===== config.mk =====
export PLATFORM = sky130hd
export DESIGN_NAME = tick_scheduler
export DESIGN_NICKNAME = d
export VERILOG_FILES = /design/src/rtl/tick_scheduler_pkg.sv /design/src/rtl/tick_scheduler_period_counter.sv /design/src/rtl/tick_scheduler.sv
export SDC_FILE = /design/constraint.sdc
export NUM_CORES = 1
export LEC_CHECK = 0
export CORE_MARGIN = 4
export CORE_UTILIZATION = 50
export CTS_CLUSTER_SIZE = 24
export DETAILED_ROUTE_END_ITERATION = 10
export GPL_TIMING_DRIVEN = 0
export MAX_ROUTING_LAYER = met4
export PLACE_DENSITY = 0.77
export REMOVE_ABC_BUFFERS = 1
export SLEW_MARGIN = 20
export SYNTH_ARGS = -nofsm -noshare
export SYNTH_HDL_FRONTEND = slang
export SYNTH_SLANG_ARGS = --single-unit

===== constraint.sdc =====
create_clock -name clk_in -period 5.2 [get_ports clk_in]
set_input_delay 0.52 -clock clk_in [delete_from_list [all_inputs] [get_ports clk_in]]
set_output_delay 0.52 -clock clk_in [all_outputs]
set_load 0.03 [all_outputs]

===== src/rtl/tick_scheduler_pkg.sv =====
// Shared types and default sizing for the tick scheduler.
package tick_sched_pkg;

  localparam int unsigned CNT_W_DEF       = 32;
  localparam int unsigned STEP_W_DEF      = 16;
  localparam int unsigned TCNT_W_DEF      = 32;
  localparam int unsigned DEFAULT_DIV_DEF = 2500000;  // 20 Hz at 50 MHz

  typedef enum logic [1:0] {
    IDLE        = 2'd0,
    WAIT_PERIOD = 2'd1,
    WAIT_DONE   = 2'd2
  } state_e;

endpackage


===== src/rtl/tick_scheduler_period_counter.sv =====
// Saturating period counter. term means the current cycle is the last one
// of a period of length limit (limit is expected to be at least 1).
module period_counter #(
  parameter int unsigned W = 32
) (
  input  logic         clk_in,
  input  logic         reset,
  input  logic         clear,
  input  logic         enable,
  input  logic [W-1:0] limit,
  output logic [W-1:0] count,
  output logic         term
);

  logic [W-1:0] count_q;
  logic [W-1:0] count_d;

  // Next count: clear wins over enable; the count sticks at all-ones.
  always_comb begin
    count_d = count_q;
    if (clear) begin
      count_d = '0;
    end else if (enable && (count_q != '1)) begin
      count_d = count_q + W'(1);
    end
  end

  // Count register.
  always_ff @(posedge clk_in) begin
    if (reset) begin
      count_q <= '0;
    end else begin
      count_q <= count_d;
    end
  end

  assign count = count_q;
  // A zero limit is never loaded, but treat it like 1 rather than wrapping.
  assign term  = (limit == '0) || (count_q >= (limit - W'(1)));

endmodule


===== src/rtl/tick_scheduler.sv =====
// Tick scheduler: issues one-cycle tick strobes at a programmable period,
// waits for the core's tick_done between ticks, supports free-run (run)
// and N-step (step_req/step_count) operation and flags period overruns.
//
// Handshake: tick is a one-cycle request strobe; the core answers with
// tick_done held for at least one cycle, which may coincide with the tick
// cycle itself. No new tick is issued until tick_done has been seen.
module tick_scheduler
  import tick_sched_pkg::*;
#(
  parameter int unsigned CNT_W       = CNT_W_DEF,
  parameter int unsigned STEP_W      = STEP_W_DEF,
  parameter int unsigned DEFAULT_DIV = DEFAULT_DIV_DEF,
  parameter int unsigned TCNT_W      = TCNT_W_DEF
) (
  input  logic              clk_in,
  input  logic              reset,
  input  logic [CNT_W-1:0]  div_value,
  input  logic              div_load,
  input  logic              run,
  input  logic              step_req,
  input  logic [STEP_W-1:0] step_count,
  output logic              tick,
  input  logic              tick_done,
  output logic              busy,
  output logic              overrun,
  output logic [TCNT_W-1:0] tick_count,
  output state_e            state_dbg,
  output logic [CNT_W-1:0]  count_dbg
);

  state_e              state_q, state_d;
  logic [STEP_W-1:0]   steps_left_q, steps_left_d;
  logic [TCNT_W-1:0]   tick_count_q, tick_count_d;
  logic [CNT_W-1:0]    div_reg_q, div_reg_d;
  logic                overrun_q, overrun_d;
  logic                tick_q, tick_d;
  logic                busy_q, busy_d;

  logic                cnt_clear;
  logic                cnt_enable;
  logic                cnt_term;
  logic [CNT_W-1:0]    cnt_count;

  period_counter #(.W(CNT_W)) u_period_counter (
    .clk_in (clk_in),
    .reset  (reset),
    .clear  (cnt_clear),
    .enable (cnt_enable),
    .limit  (div_reg_q),
    .count  (cnt_count),
    .term   (cnt_term)
  );

  // Next-state, counter control and bookkeeping for the tick FSM.
  always_comb begin
    state_d      = state_q;
    steps_left_d = steps_left_q;
    tick_count_d = tick_count_q;
    div_reg_d    = div_reg_q;
    overrun_d    = overrun_q;
    tick_d       = 1'b0;
    cnt_clear    = 1'b0;
    cnt_enable   = 1'b0;

    case (state_q)
      IDLE: begin
        cnt_clear = 1'b1;
        if (run) begin
          state_d = WAIT_PERIOD;
        end else if (step_req && (step_count != '0)) begin
          steps_left_d = step_count;
          state_d      = WAIT_PERIOD;
        end
      end

      WAIT_PERIOD: begin
        cnt_enable = 1'b1;
        if (!run && (steps_left_q == '0)) begin
          cnt_clear = 1'b1;
          state_d   = IDLE;
        end else if (cnt_term) begin
          tick_d    = 1'b1;
          cnt_clear = 1'b1;
          state_d   = WAIT_DONE;
        end
      end

      WAIT_DONE: begin
        // The counter keeps running so the period is measured tick-to-tick.
        cnt_enable = 1'b1;
        if (tick_done) begin
          tick_count_d = tick_count_q + TCNT_W'(1);
          if (!run && (steps_left_q != '0)) begin
            steps_left_d = steps_left_q - STEP_W'(1);
          end
          if (!run && (steps_left_d == '0)) begin
            cnt_clear = 1'b1;
            state_d   = IDLE;
          end else begin
            state_d = WAIT_PERIOD;
          end
        end else if (cnt_term) begin
          overrun_d = 1'b1;
        end
      end

      default: begin
        state_d = IDLE;
      end
    endcase

    // A new period also starts a fresh overrun observation window.
    if (div_load) begin
      div_reg_d = (div_value == '0) ? CNT_W'(1) : div_value;
      overrun_d = 1'b0;
    end

    busy_d = (state_d != IDLE);
  end

  // State and bookkeeping registers.
  always_ff @(posedge clk_in) begin
    if (reset) begin
      state_q      <= IDLE;
      steps_left_q <= '0;
      tick_count_q <= '0;
      div_reg_q    <= CNT_W'(DEFAULT_DIV);
      overrun_q    <= 1'b0;
      tick_q       <= 1'b0;
      busy_q       <= 1'b0;
    end else begin
      state_q      <= state_d;
      steps_left_q <= steps_left_d;
      tick_count_q <= tick_count_d;
      div_reg_q    <= div_reg_d;
      overrun_q    <= overrun_d;
      tick_q       <= tick_d;
      busy_q       <= busy_d;
    end
  end

  assign tick       = tick_q;
  assign busy       = busy_q;
  assign overrun    = overrun_q;
  assign tick_count = tick_count_q;
  assign state_dbg  = state_q;
  assign count_dbg  = cnt_count;

endmodule


---- After elaboration in Yosys (flattened, before gate mapping) ----
Cells that the tools add are included.
storage, ports and cells
  register bits after elaboration ......... 117
  input bits .............................. 54
  output and inout bits ................... 69
  logic and storage cells ................. 65
cells by class
  add/subtract/negate cells ............... 4
  magnitude comparators ................... 1
  eq/ne operators ......................... 6
  mux-type cells .......................... 21
  bitwise operators ....................... 2
  reductions and logical operators ........ 23
operators with widths
  kind                   count
  $mux 16                6
  $add 32x1->32 const B  2
  $logic_not 32->1       2
  $ge 32x32->1           1
  $logic_not 16->1       2
  $mux 32                1
  $ne 32x32->1 const B   1
  $pmux 16 s2            1
  $reduce_bool 16->1     2
  $sub 32x1->32 const B  1
  $sub 16x1->16 const B  1
  $mux 2                 5
  $mux 1                 6
  $ne 2x2->1 const B     3
  $pmux 2 s3             1
  $reduce_or 2->1        3
  $logic_and 1x1->1      5
  $reduce_and 4->1       1
  $reduce_bool 2->1      2
  $pmux 1 s3             1
  $reduce_and 3->1       1
  $reduce_or 3->1        1
  $eq 2x1->1 const B     1
  $eq 2x2->1 const B     1
  other kinds (5)        6

---- Logic depth before layout (Yosys ltp) ----
Gate-level depths: netlist of the first run.
  depth after elaboration ................. 11
  depth in mapped cells ................... 18
  mapped depth without buffers ............ 16

---- Cells and area by module ----
A second synthesis of the first run with hierarchy kept.
second synthesis, totals
  cells, all modules ...................... 873
  area, all modules ....................... 7319.5 sq um
modules (own cells, without submodules)
  module          instances  cells each  area each (sq um)  seq. area each (sq um)
  tick_scheduler  1          513         4352.9             1701.6
  period_counter  1          360         2966.6             640.6

---- Worst setup path before layout of the first run ----
Ideal clock, no wire load.
  path type ............................... reg2reg
  start ................................... register div_reg_q[13]
  end ..................................... register busy_q (netlist: busy)
  library setup time ...................... 0.127 ns
  arrival ................................. 4.294 ns
  required time ........................... 5.073 ns
  setup slack ............................. 0.778 ns
  stages on the path, launching flop included .. 14
  path buffers ............................ 0
  clock period less this slack ............ 4.422 ns
  path through ............................ dfxtp_1 -> or4_4 -> or4_4 -> or4_4 -> or4b_2 -> nor3_1 -> xnor2_1 -> ha_1 -> a21o_1 -> a221oi_1 -> nand3b_1 -> or2_4 -> o21a_1 -> or3b_1
on the way
  word-level cells in the longest chain between the ends .. 7
  elaborated cells on any way between the ends .. 8
  those cells by class .................... add/sub (1); order compare (1); mux (3); reduce/logical (3)
RTL lines
  element                 RTL line                             text
  start, declared         tick_scheduler.sv:35                 logic [CNT_W-1:0] div_reg_q, div_reg_d;
  start signal, assigned  tick_scheduler.sv:128                div_reg_q <= CNT_W'(DEFAULT_DIV);
  start signal, assigned  tick_scheduler.sv:136                div_reg_q <= div_reg_d;
  $sub 32x1->32           tick_scheduler_period_counter.sv:39  assign term = (limit == '0) || (count_q >= (limit - W'(1)));
  $ge 32x32->1            tick_scheduler_period_counter.sv:39
  $logic_or 1x1->1 (*)    tick_scheduler_period_counter.sv:39
  $mux 2 (*)              tick_scheduler.sv:82                 end else if (cnt_term) begin
  $mux 2 (*)              tick_scheduler.sv:79                 if (!run && (steps_left_q == '0)) begin
  $pmux 2 s3 (*)          tick_scheduler.sv:66                 case (state_q)
  $reduce_bool 2->1 (*)   tick_scheduler.sv:119                busy_d = (state_d != IDLE);
  end signal, assigned    tick_scheduler.sv:139                busy_q <= busy_d;
  end, declared           tick_scheduler.sv:38                 logic busy_q, busy_d;
Mark *: on every way between the ends. The rest lies on a longest branch, timed or not.
A chain may end at the register's enable or synchronous reset.

---- Final worst setup path of the first run ----
  start ................................... register div_reg_q[13]
  end ..................................... register u_period_counter.count_q[2] (netlist: u_period_counter.count[2])
on the way
  word-level cells in the longest chain between the ends .. 7
  elaborated cells on any way between the ends .. 8
  those cells by class .................... add/sub (1); order compare (1); mux (3); reduce/logical (3)
RTL lines
  element                        RTL line                             text
  $sub 32x1->32                  tick_scheduler_period_counter.sv:39
  $ge 32x32->1                   tick_scheduler_period_counter.sv:39
  $logic_or 1x1->1 (*)           tick_scheduler_period_counter.sv:39
  $mux 1 (*)                     tick_scheduler.sv:82
  $mux 1 (*)                     tick_scheduler.sv:79
  $pmux 1 s3 (*)                 tick_scheduler.sv:66
  $reduce_or 2->1 (no line) (*)  -
  end signal, assigned           tick_scheduler_period_counter.sv:33  count_q <= count_d;
  end, declared                  tick_scheduler_period_counter.sv:15  logic [W-1:0] count_q;
Marks and branches as above.

==> results of run 1 <==
[metrics by stage]
| step | power, W | setup TNS (ns) | cells | cell area (µm²) |
|---|---|---|---|---|
| finish | 0.00268 | 0 | 1119 | 8760 |
| global route | 0.00281 | -0.00799 | 1119 | 8760 |
| global placement | 0.00151 | -5.01 | 1085 | 8100 |
| detailed placement | 0.00153 | 0 | 1087 | 8150 |
| CTS | 0.00268 | 0 | 1118 | 8730 |
| floorplan | 0.00134 | 0 | 787 | 6650 |
[layout make-up]
type | count | area (µm²) | share of cell area
inverter | 17 | 63.8 | 0.00728
clock inverter | 11 | 128 | 0.0146
timing repair buffer | 124 | 1260 | 0.143
sequential | 117 | 2340 | 0.267
tap | 176 | 220 | 0.0251
multi-input combinational | 654 | 4300 | 0.490
clock buffer | 20 | 457 | 0.0521
[cell usage in the layout (no fill, tap or decap), types with 23 or more instances in the layout]
| master | Yosys | layout |
|---|---|---|
| sky130_fd_sc_hd__nand3_1 | 33 | 33 |
| sky130_fd_sc_hd__a21oi_1 | 32 | 31 |
| sky130_fd_sc_hd__xor2_1 | 41 | 41 |
| sky130_fd_sc_hd__clkdlybuf4s50_1 | 0 | 121 |
| sky130_fd_sc_hd__nor3_1 | 53 | 53 |
| sky130_fd_sc_hd__nor4_1 | 28 | 28 |
| sky130_fd_sc_hd__nand4_1 | 26 | 26 |
| sky130_fd_sc_hd__nor2_1 | 93 | 91 |
| sky130_fd_sc_hd__ha_1 | 40 | 39 |
| sky130_fd_sc_hd__xnor2_1 | 48 | 48 |
| sky130_fd_sc_hd__dfxtp_1 | 117 | 117 |
| sky130_fd_sc_hd__a22o_1 | 23 | 23 |
| sky130_fd_sc_hd__o21ai_0 | 23 | 23 |
| sky130_fd_sc_hd__nand2_1 | 65 | 65 |
[cell usage after synthesis (5+ instances only)]
library cell	count	area [µm²]
sky130_fd_sc_hd__nor2_1	93	349
sky130_fd_sc_hd__nor4_1	28	175
sky130_fd_sc_hd__nor3_1	53	265
sky130_fd_sc_hd__nand3_1	33	165
sky130_fd_sc_hd__or3_1	10	62.6
sky130_fd_sc_hd__nand2b_1	7	43.8
sky130_fd_sc_hd__clkbuf_1	28	105
sky130_fd_sc_hd__a22o_1	23	201
sky130_fd_sc_hd__inv_1	17	63.8
sky130_fd_sc_hd__nor2b_1	16	100
sky130_fd_sc_hd__dfxtp_1	117	2340
sky130_fd_sc_hd__nand4_1	26	163
sky130_fd_sc_hd__a211oi_1	7	52.6
sky130_fd_sc_hd__xor2_1	41	359
sky130_fd_sc_hd__a211o_1	8	70.1
sky130_fd_sc_hd__ha_1	40	500
sky130_fd_sc_hd__xnor2_1	48	420
sky130_fd_sc_hd__a21o_1	7	52.6
sky130_fd_sc_hd__o21ai_0	23	115
sky130_fd_sc_hd__nand2_1	65	244
sky130_fd_sc_hd__or4_1	8	60.1
sky130_fd_sc_hd__a21oi_1	32	160
sky130_fd_sc_hd__mux2i_1	5	50.1
sky130_fd_sc_hd__and3_1	12	75.1
sky130_fd_sc_hd__and4_1	11	96.3
[repair_timing]
action | CTS | global route
setup endpoints to repair | 0 | 32
endpoints found under the hold margin | 0 | 0
resized for setup | 0 | 3
hold buffers | 0 | 0
[registers in the layout, summed over array words and instances (netlist names)]
name	cells
overrun	1
tick	1
state_dbg	2
tick_count	32
busy	1
steps_left_q	16
div_reg_q	32
u_period_counter.count	32
[power by group through the flow]
| stage | combinational [W] | clock, W | sequential (W) |
|---|---|---|---|
| 2_1_floorplan | 0.000324 | 0 | 0.00102 |
| 3_3_place_gp | 0.000486 | 0 | 0.00103 |
| 3_5_place_dp | 0.000502 | 0 | 0.00103 |
| 4_1_cts | 0.000506 | 0.00117 | 0.00101 |
| 5_1_grt | 0.000584 | 0.00121 | 0.00102 |
| 6_report | 0.000526 | 0.00115 | 0.00101 |
[how the worst min path moves through the flow]
stage	start	to	slack, ns
floorplan	div_reg_q[6]	div_reg_q[6]	0.45
finish	div_reg_q[6]	div_reg_q[6]	0.48
global route	reset	steps_left_q[0]	0.52
global placement	div_reg_q[6]	div_reg_q[6]	0.47
CTS	div_reg_q[6]	div_reg_q[6]	0.49
detailed placement	div_reg_q[6]	div_reg_q[6]	0.47
[metal layers]
| layer | GRT usage | wire (µm) |
|---|---|---|
| met5 | - | 0 |
| met4 | 0.0664 | 212 |
| met3 | 0.0536 | 1140 |
| met2 | 0.353 | 7970 |
| met1 | 0.282 | 7650 |
[cells by family (layout without fill, tap and decap cells)]
kind of cell    Yosys count  in the layout  synth area share
compound gates          132            133             0.133
xor+xnor                 89             89             0.115
fa+ha+maj                40             40            0.0738
buf+inv                  51            172            0.0288
flops                   117            117             0.345
mux                       7              7            0.0107
simple gates            385            385             0.294
==> impl_results.html, run 1 <==
<table>
<tr><th>Metric</th><th>Value</th></tr>
<tr><th colspan="2">Status</th></tr>
<tr><td>Status</td><td>finished clean</td></tr>
<tr><th colspan="2">Layout</th></tr>
<tr><td>Filler Cells Inserted</td><td>1157</td></tr>
<tr><td>Final Core Density</td><td>0.662</td></tr>
<tr><td>Total number of nets in the final design</td><td>1025</td></tr>
<tr><td># diodes</td><td>0</td></tr>
<tr><td>Area added between synthesis and finish</td><td>29.2%</td></tr>
<tr><td>Layout cells sized above 1</td><td>0.0541</td></tr>
<tr><th colspan="2">Yosys</th></tr>
<tr><td>Syn Inst Count</td><td>821</td></tr>
<tr><td>Distinct cell type count of the synthesized netlist</td><td>57</td></tr>
<tr><td>Yosys warnings</td><td>0</td></tr>
<tr><td>Share of the yosys chip area belonging to registers</td><td>0.345</td></tr>
<tr><td>Fraction of synthesis flops using an asynchronous set or reset pin</td><td>0</td></tr>
<tr><td>Count of flip-flops with a built-in enable after synthesis</td><td>0</td></tr>
<tr><td>Top flip-flop cell by instance count after synthesis</td><td>sky130_fd_sc_hd__dfxtp_1</td></tr>
<tr><td>Mean Syn Cell Area</td><td>8.26 µm²</td></tr>
<tr><td>Cell area after synthesis</td><td>0.00679 mm²</td></tr>
<tr><td>Count of state elements after synthesis</td><td>117</td></tr>
<tr><th colspan="2">Critical path</th></tr>
<tr><td>Arrival @ worst endpoint</td><td>5.20 ns</td></tr>
<tr><td>Critical path data required time</td><td>5.52 ns</td></tr>
<tr><td>Buffers and inverters on the worst path</td><td>0</td></tr>
<tr><td>Cell type with the highest occurrence count on the critical path</td><td>sky130_fd_sc_hd__or4_4</td></tr>
<tr><td>Category of the critical setup timing path</td><td>flop to flop</td></tr>
<tr><td>Cell chain of the critical path</td><td>or4_4, or4_4, or4_4, or4b_2, nor3_1, xnor2_1, ha_1, nand4_1, nor3_1, a221oi_1, nand3b_1, o31ai_4, o21ai_4, nor4_1</td></tr>
<tr><td>Critical path peak fanout</td><td>16</td></tr>
<tr><td>Worst Reg2Reg Path Length in Cells</td><td>14</td></tr>
<tr><td>Critical path capture point type</td><td>flop</td></tr>
<tr><td>Capturing instance or port of the critical path</td><td>u_period_counter.count[2]</td></tr>
<tr><td>Cell family with most CP delay</td><td>simple AND/OR/NAND/NOR gates</td></tr>
<tr><td>R2R setup slack</td><td>0.32 ns</td></tr>
<tr><td>Startpoint Class</td><td>flop</td></tr>
<tr><td>Cell type of the slowest stage on the worst timing path</td><td>sky130_fd_sc_hd__or4b_2</td></tr>
<tr><td>Source of the worst register-to-register timing path</td><td>div_reg_q[13]</td></tr>
<tr><td>Stages on worst setup path</td><td>14</td></tr>
<tr><td>Worst setup path startpoint</td><td>div_reg_q[13]</td></tr>
<tr><td>Crit-path max cell delay</td><td>0.68 ns</td></tr>
<tr><td>Reg-to-Reg End</td><td>u_period_counter.count[2]</td></tr>
<tr><th colspan="2">Clock network</th></tr>
<tr><td>Clock Path Buffers</td><td>2</td></tr>
<tr><td>CTS clock-pin slew for the worst setup and hold paths</td><td>0.06 ns</td></tr>
<tr><td>Worst-skew pair later-pin latency</td><td>0.41 ns</td></tr>
<tr><td># clock sinks</td><td>117</td></tr>
<tr><td>Count of H-tree levels built during CTS</td><td>4</td></tr>
<tr><td>CTS root buffer</td><td>sky130_fd_sc_hd__clkbuf_16</td></tr>
<tr><td>Clock buffer count from CTS</td><td>17</td></tr>
<tr><td>Number of setup buffers added after CTS</td><td>0</td></tr>
<tr><td>TritonCTS clock tree</td><td>done</td></tr>
<tr><th colspan="2">Timing</th></tr>
<tr><td>Final Hold Fails</td><td>0</td></tr>
<tr><td>Final max-slew violation count</td><td>0</td></tr>
<tr><td>Final critical-path share of the clock period</td><td>0.938</td></tr>
<tr><td>Max Clock Freq</td><td>205 MHz</td></tr>
<tr><td>Number of endpoints failing setup at the final stage</td><td>0</td></tr>
<tr><td>Final critical-path setup slack</td><td>0.325 ns</td></tr>
<tr><td>Relative slew slack</td><td>0.395</td></tr>
<tr><td>Shortest period the worst path allows</td><td>4.88 ns</td></tr>
<tr><td>Worst setup skew after layout</td><td>0.00915 ns</td></tr>
<tr><td>Least-Margin Pin Slew</td><td>0.905 ns</td></tr>
<tr><td>Worst-case hold slack</td><td>0.483 ns</td></tr>
<tr><th colspan="2">Floorplan</th></tr>
<tr><td>Initial core utilization</td><td>0.512</td></tr>
<tr><td>Std cell rows</td><td>42</td></tr>
<tr><td>Die Span Y</td><td>124 µm</td></tr>
<tr><td>Standard cell core area</td><td>0.0132 mm²</td></tr>
<tr><td>Chip width</td><td>124 µm</td></tr>
<tr><td>Count of pins on the block boundary</td><td>123</td></tr>
<tr><td>Area of the die</td><td>0.0155 mm²</td></tr>
<tr><th colspan="2">Detailed routing</th></tr>
<tr><td>Antenna violation net count after detailed routing</td><td>0</td></tr>
<tr><td>Routed length per placed instance</td><td>15.2 µm</td></tr>
<tr><td>Iteration count of the initial detailed-routing pass</td><td>6</td></tr>
<tr><td># DRC</td><td>0</td></tr>
<tr><td>Iteration-0 DRC Markers</td><td>621</td></tr>
<tr><td>Vias</td><td>6367</td></tr>
<tr><td>Routed wire length</td><td>17.0 mm</td></tr>
<tr><td>Post-detailed-route via-to-cell ratio</td><td>5.69</td></tr>
<tr><th colspan="2">Placement</th></tr>
<tr><td># port buffers</td><td>122</td></tr>
<tr><td>Gp weighted congestion</td><td>0.915</td></tr>
<tr><td>Estimated wirelength of the detail-placed design</td><td>12.3 mm</td></tr>
<tr><td>Post-placement worst setup slack</td><td>0.271 ns</td></tr>
<tr><th colspan="2">Pwr</th></tr>
<tr><td>Power Density</td><td>306 mW/mm²</td></tr>
<tr><td>Peak supply drop</td><td>0.000247 V</td></tr>
<tr><td>Sequential share of power</td><td>0.376</td></tr>
<tr><td>Net switching power</td><td>0.000796 W</td></tr>
<tr><td>Internal cell power</td><td>0.00189 W</td></tr>
<tr><td>Combinational fraction of design power</td><td>0.196</td></tr>
<tr><td>Share of total power in the clock network</td><td>0.428</td></tr>
<tr><td>Leakage Power</td><td>3.19 nW</td></tr>
<tr><td>Net Sw Frac</td><td>0.296</td></tr>
<tr><th colspan="2">Global routing</th></tr>
<tr><td>Number of global-route vias before repair</td><td>5917</td></tr>
<tr><td>Wire length of the first global-routing pass</td><td>28.4 mm</td></tr>
<tr><td>Initial antenna violation count</td><td>0</td></tr>
<tr><td>Overall overflow remaining after global route</td><td>0</td></tr>
<tr><td>Pin count of the biggest net entering global routing</td><td>67</td></tr>
<tr><td>Overall track demand over capacity in global routing</td><td>0.222</td></tr>
<tr><th colspan="2">Run</th></tr>
<tr><td>Maximum capacitance violations</td><td>0</td></tr>
<tr><th colspan="2">Hold path</th></tr>
<tr><td>Number of cells on the worst hold path</td><td>1</td></tr>
<tr><td>Min-delay worst type</td><td>flop to flop</td></tr>
</table>
No activity file was read; power rests on OpenSTA's default activity.
==> run 2, diff against run 1 <==
- RECOVER_POWER: not set -> 50
- TNS_END_PERCENT: not set -> 10
- clock period: 5.2 -> 5.3 ns (I/O delays scaled with it)
==> run 2 against run 1 <==
Global-route usage did not move. Wire length decreased by 0.34%. Clock skew down 0.0020 ns. Critical path type unchanged. Core utilization is 0.16 points lower. Critical endpoint is now u_period_counter.count[22]. Highest routed layer unchanged. Largest power group unchanged.
==> impl_results.html, run 2 (synthesis gave the netlist of run 1 again) <==
<table>
<tr><th>Metric</th><th>Value</th></tr>
<tr><th colspan="2">Status</th></tr>
<tr><td>Status</td><td>finished clean</td></tr>
<tr><th colspan="2">Global routing</th></tr>
<tr><td>Number of global-route vias before repair</td><td>5917</td></tr>
<tr><td>Pin count of the biggest net entering global routing</td><td>67</td></tr>
<tr><td>Overall overflow remaining after global route</td><td>0</td></tr>
<tr><td>Overall track demand over capacity in global routing</td><td>0.222</td></tr>
<tr><td>Wire length of the first global-routing pass</td><td>28.4 mm</td></tr>
<tr><td>Initial antenna violation count</td><td>0</td></tr>
<tr><th colspan="2">Layout</th></tr>
<tr><td># diodes</td><td>0</td></tr>
<tr><td>Most common cell after layout, fill and taps aside</td><td>sky130_fd_sc_hd__dfxtp_1</td></tr>
<tr><td>Finished Layout Cells</td><td>1119</td></tr>
<tr><td>Sequential cell area in the final layout</td><td>0.00234 mm²</td></tr>
<tr><td>Filler Cells Inserted</td><td>1164</td></tr>
<tr><td>Total number of nets in the final design</td><td>1025</td></tr>
<tr><td>Commonest non-fill, non-tap cells in the layout</td><td>sky130_fd_sc_hd__dfxtp_1 (117), sky130_fd_sc_hd__nor2_1 (92), sky130_fd_sc_hd__dlygate4sd3_1 (70)</td></tr>
<tr><td>Layout cells sized above 1</td><td>0.0520</td></tr>
<tr><td>Area of the multi-input gates</td><td>0.00428 mm²</td></tr>
<tr><td>Area added between synthesis and finish</td><td>28.9%</td></tr>
<tr><th colspan="2">Clock network</th></tr>
<tr><td>Clock Path Buffers</td><td>2</td></tr>
<tr><td>Worst-skew pair later-pin latency</td><td>0.41 ns</td></tr>
<tr><td>Count of H-tree levels built during CTS</td><td>4</td></tr>
<tr><td>CTS root buffer</td><td>sky130_fd_sc_hd__clkbuf_16</td></tr>
<tr><td>CTS clock-pin slew for the worst setup and hold paths</td><td>0.06 ns</td></tr>
<tr><td>CTS hold repair buffers</td><td>0</td></tr>
<tr><td>Clock buffer count from CTS</td><td>17</td></tr>
<tr><td># clock sinks</td><td>117</td></tr>
<tr><td>TritonCTS clock tree</td><td>done</td></tr>
<tr><th colspan="2">Critical path</th></tr>
<tr><td>Crit-path max cell delay</td><td>0.68 ns</td></tr>
<tr><td>Cell chain of the critical path</td><td>or4_4, or4_4, or4_4, or4b_2, nor3_1, xnor2_1, ha_1, nand4_1, nor3_1, a221oi_1, nand3b_1, o31ai_2, o21ai_2, nor3_1</td></tr>
<tr><td>Critical path capture point type</td><td>flop</td></tr>
<tr><td>Startpoint Class</td><td>flop</td></tr>
<tr><td>Buffers and inverters on the worst path</td><td>0</td></tr>
<tr><td>Category of the critical setup timing path</td><td>flop to flop</td></tr>
<tr><td>Cell family with most CP delay</td><td>simple AND/OR/NAND/NOR gates</td></tr>
<tr><td>Critical path peak fanout</td><td>16</td></tr>
<tr><td>Cell type of the slowest stage on the worst timing path</td><td>sky130_fd_sc_hd__or4b_2</td></tr>
<tr><td>Critical path data required time</td><td>5.63 ns</td></tr>
<tr><td>Arrival @ worst endpoint</td><td>5.27 ns</td></tr>
<tr><th colspan="2">Floorplan</th></tr>
<tr><td>Count of pins on the block boundary</td><td>123</td></tr>
<tr><td>Standard cell core area</td><td>0.0132 mm²</td></tr>
<tr><td>Die Span Y</td><td>124 µm</td></tr>
<tr><td>Initial core utilization</td><td>0.512</td></tr>
<tr><td>Area of the die</td><td>0.0155 mm²</td></tr>
<tr><td>Std cell rows</td><td>42</td></tr>
<tr><td>Chip width</td><td>124 µm</td></tr>
<tr><th colspan="2">Timing</th></tr>
<tr><td>Setup TNS</td><td>0 ns</td></tr>
<tr><td>Final Hold Fails</td><td>0</td></tr>
<tr><td>Setup repair after global routing missed its margin</td><td>false</td></tr>
<tr><td>Relative slew slack</td><td>0.0373</td></tr>
<tr><td>Shortest period the worst path allows</td><td>4.95 ns</td></tr>
<tr><td>Worst setup skew after layout</td><td>0.00718 ns</td></tr>
<tr><td>Final max-slew violation count</td><td>0</td></tr>
<tr><td>Least-Margin Pin Slew</td><td>1.44 ns</td></tr>
<tr><td>Max Clock Freq</td><td>202 MHz</td></tr>
<tr><td>Final critical-path share of the clock period</td><td>0.934</td></tr>
<tr><td>Final critical-path setup slack</td><td>0.352 ns</td></tr>
<tr><td>Number of endpoints failing setup at the final stage</td><td>0</td></tr>
<tr><th colspan="2">Pwr</th></tr>
<tr><td>Power Density</td><td>300 mW/mm²</td></tr>
<tr><td>Leakage Power</td><td>3.43 nW</td></tr>
<tr><td>Peak supply drop</td><td>0.000240 V</td></tr>
<tr><th colspan="2">Placement</th></tr>
<tr><td>Gp weighted congestion</td><td>0.915</td></tr>
<tr><td>Estimated wirelength of the detail-placed design</td><td>12.3 mm</td></tr>
<tr><td>Post-placement worst setup slack</td><td>0.371 ns</td></tr>
<tr><td># port buffers</td><td>122</td></tr>
<tr><td>Cell count after placement</td><td>1087</td></tr>
<tr><th colspan="2">Detailed routing</th></tr>
<tr><td>Iteration-0 DRC Markers</td><td>569</td></tr>
<tr><td># DRC</td><td>0</td></tr>
<tr><td>Post-detailed-route via-to-cell ratio</td><td>5.71</td></tr>
<tr><td>Routed length per placed instance</td><td>15.1 µm</td></tr>
<tr><td>Antenna violation net count after detailed routing</td><td>0</td></tr>
<tr><td>Routed wire length</td><td>16.9 mm</td></tr>
<tr><td>Iteration count of the initial detailed-routing pass</td><td>6</td></tr>
<tr><td>Vias</td><td>6387</td></tr>
<tr><th colspan="2">Run</th></tr>
<tr><td>Maximum capacitance violations</td><td>0</td></tr>
<tr><th colspan="2">Hold path</th></tr>
<tr><td>Min-delay worst type</td><td>flop to flop</td></tr>
</table>
[run 2: cell types whose count changed in the layout (fill, tap and decap cells not counted), sizes merged]
cell	change
dlygate4sd3	+70
clkdlybuf4s50	-70
[run 2: metrics by stage]
stage | util | power, W | hold slack, ns | instance area (µm²)
floorplan | - | 0.00132 | 0.449 | 6650
global placement | 0.611 | 0.00148 | 0.472 | 8100
detailed placement | 0.615 | 0.00150 | 0.472 | 8150
CTS | 0.660 | 0.00263 | 0.485 | 8730
global route | 0.660 | 0.00275 | 0.535 | 8740
finish | 0.660 | 0.00262 | 0.481 | 8740
[run 2: worst paths after layout]
path / startpoint / end / slack (ns) / cells past startpoint
min: div_reg_q[6] / div_reg_q[6] / 0.48 / 1
max: div_reg_q[13] / u_period_counter.count[22] / 0.35 / 14
max reg2reg: div_reg_q[13] / u_period_counter.count[22] / 0.35 / 14
min reg2reg: div_reg_q[6] / div_reg_q[6] / 0.48 / 1
[run 2: cell type report]
type / instances / area share
clock buffer: 20 / 0.0522
clock inverter: 11 / 0.0146
inverter: 17 / 0.00730
multi-input combinational: 654 / 0.489
sequential: 117 / 0.268
tap: 176 / 0.0252
timing repair buffer: 124 / 0.144
[run 2: report_power, final]
group,internal (W),switching [W],total (W)
clock network,0.000714,0.000411,0.00113
registers,0.000925,0.0000667,0.000991
logic,0.000208,0.000298,0.000507
total,0.00185,0.000777,0.00262
[run 2: routing by layer]
metal / vias up / share of wire / routed length (µm) / global-route usage
li1: 3227 / - / - / -
met1: 2924 / 0.45 / 7670 / 0.282
met2: 211 / 0.47 / 7910 / 0.353
met3: 25 / 0.066 / 1120 / 0.0536
met4: 0 / 0.013 / 214 / 0.0664
met5: - / 0 / 0 / -
[run 2: what timing repair did]
item / 4_1_cts / 5_1_grt
setup buffers: 0 / 0
gates resized for setup: 0 / 1
setup endpoints to repair: 0 / 2
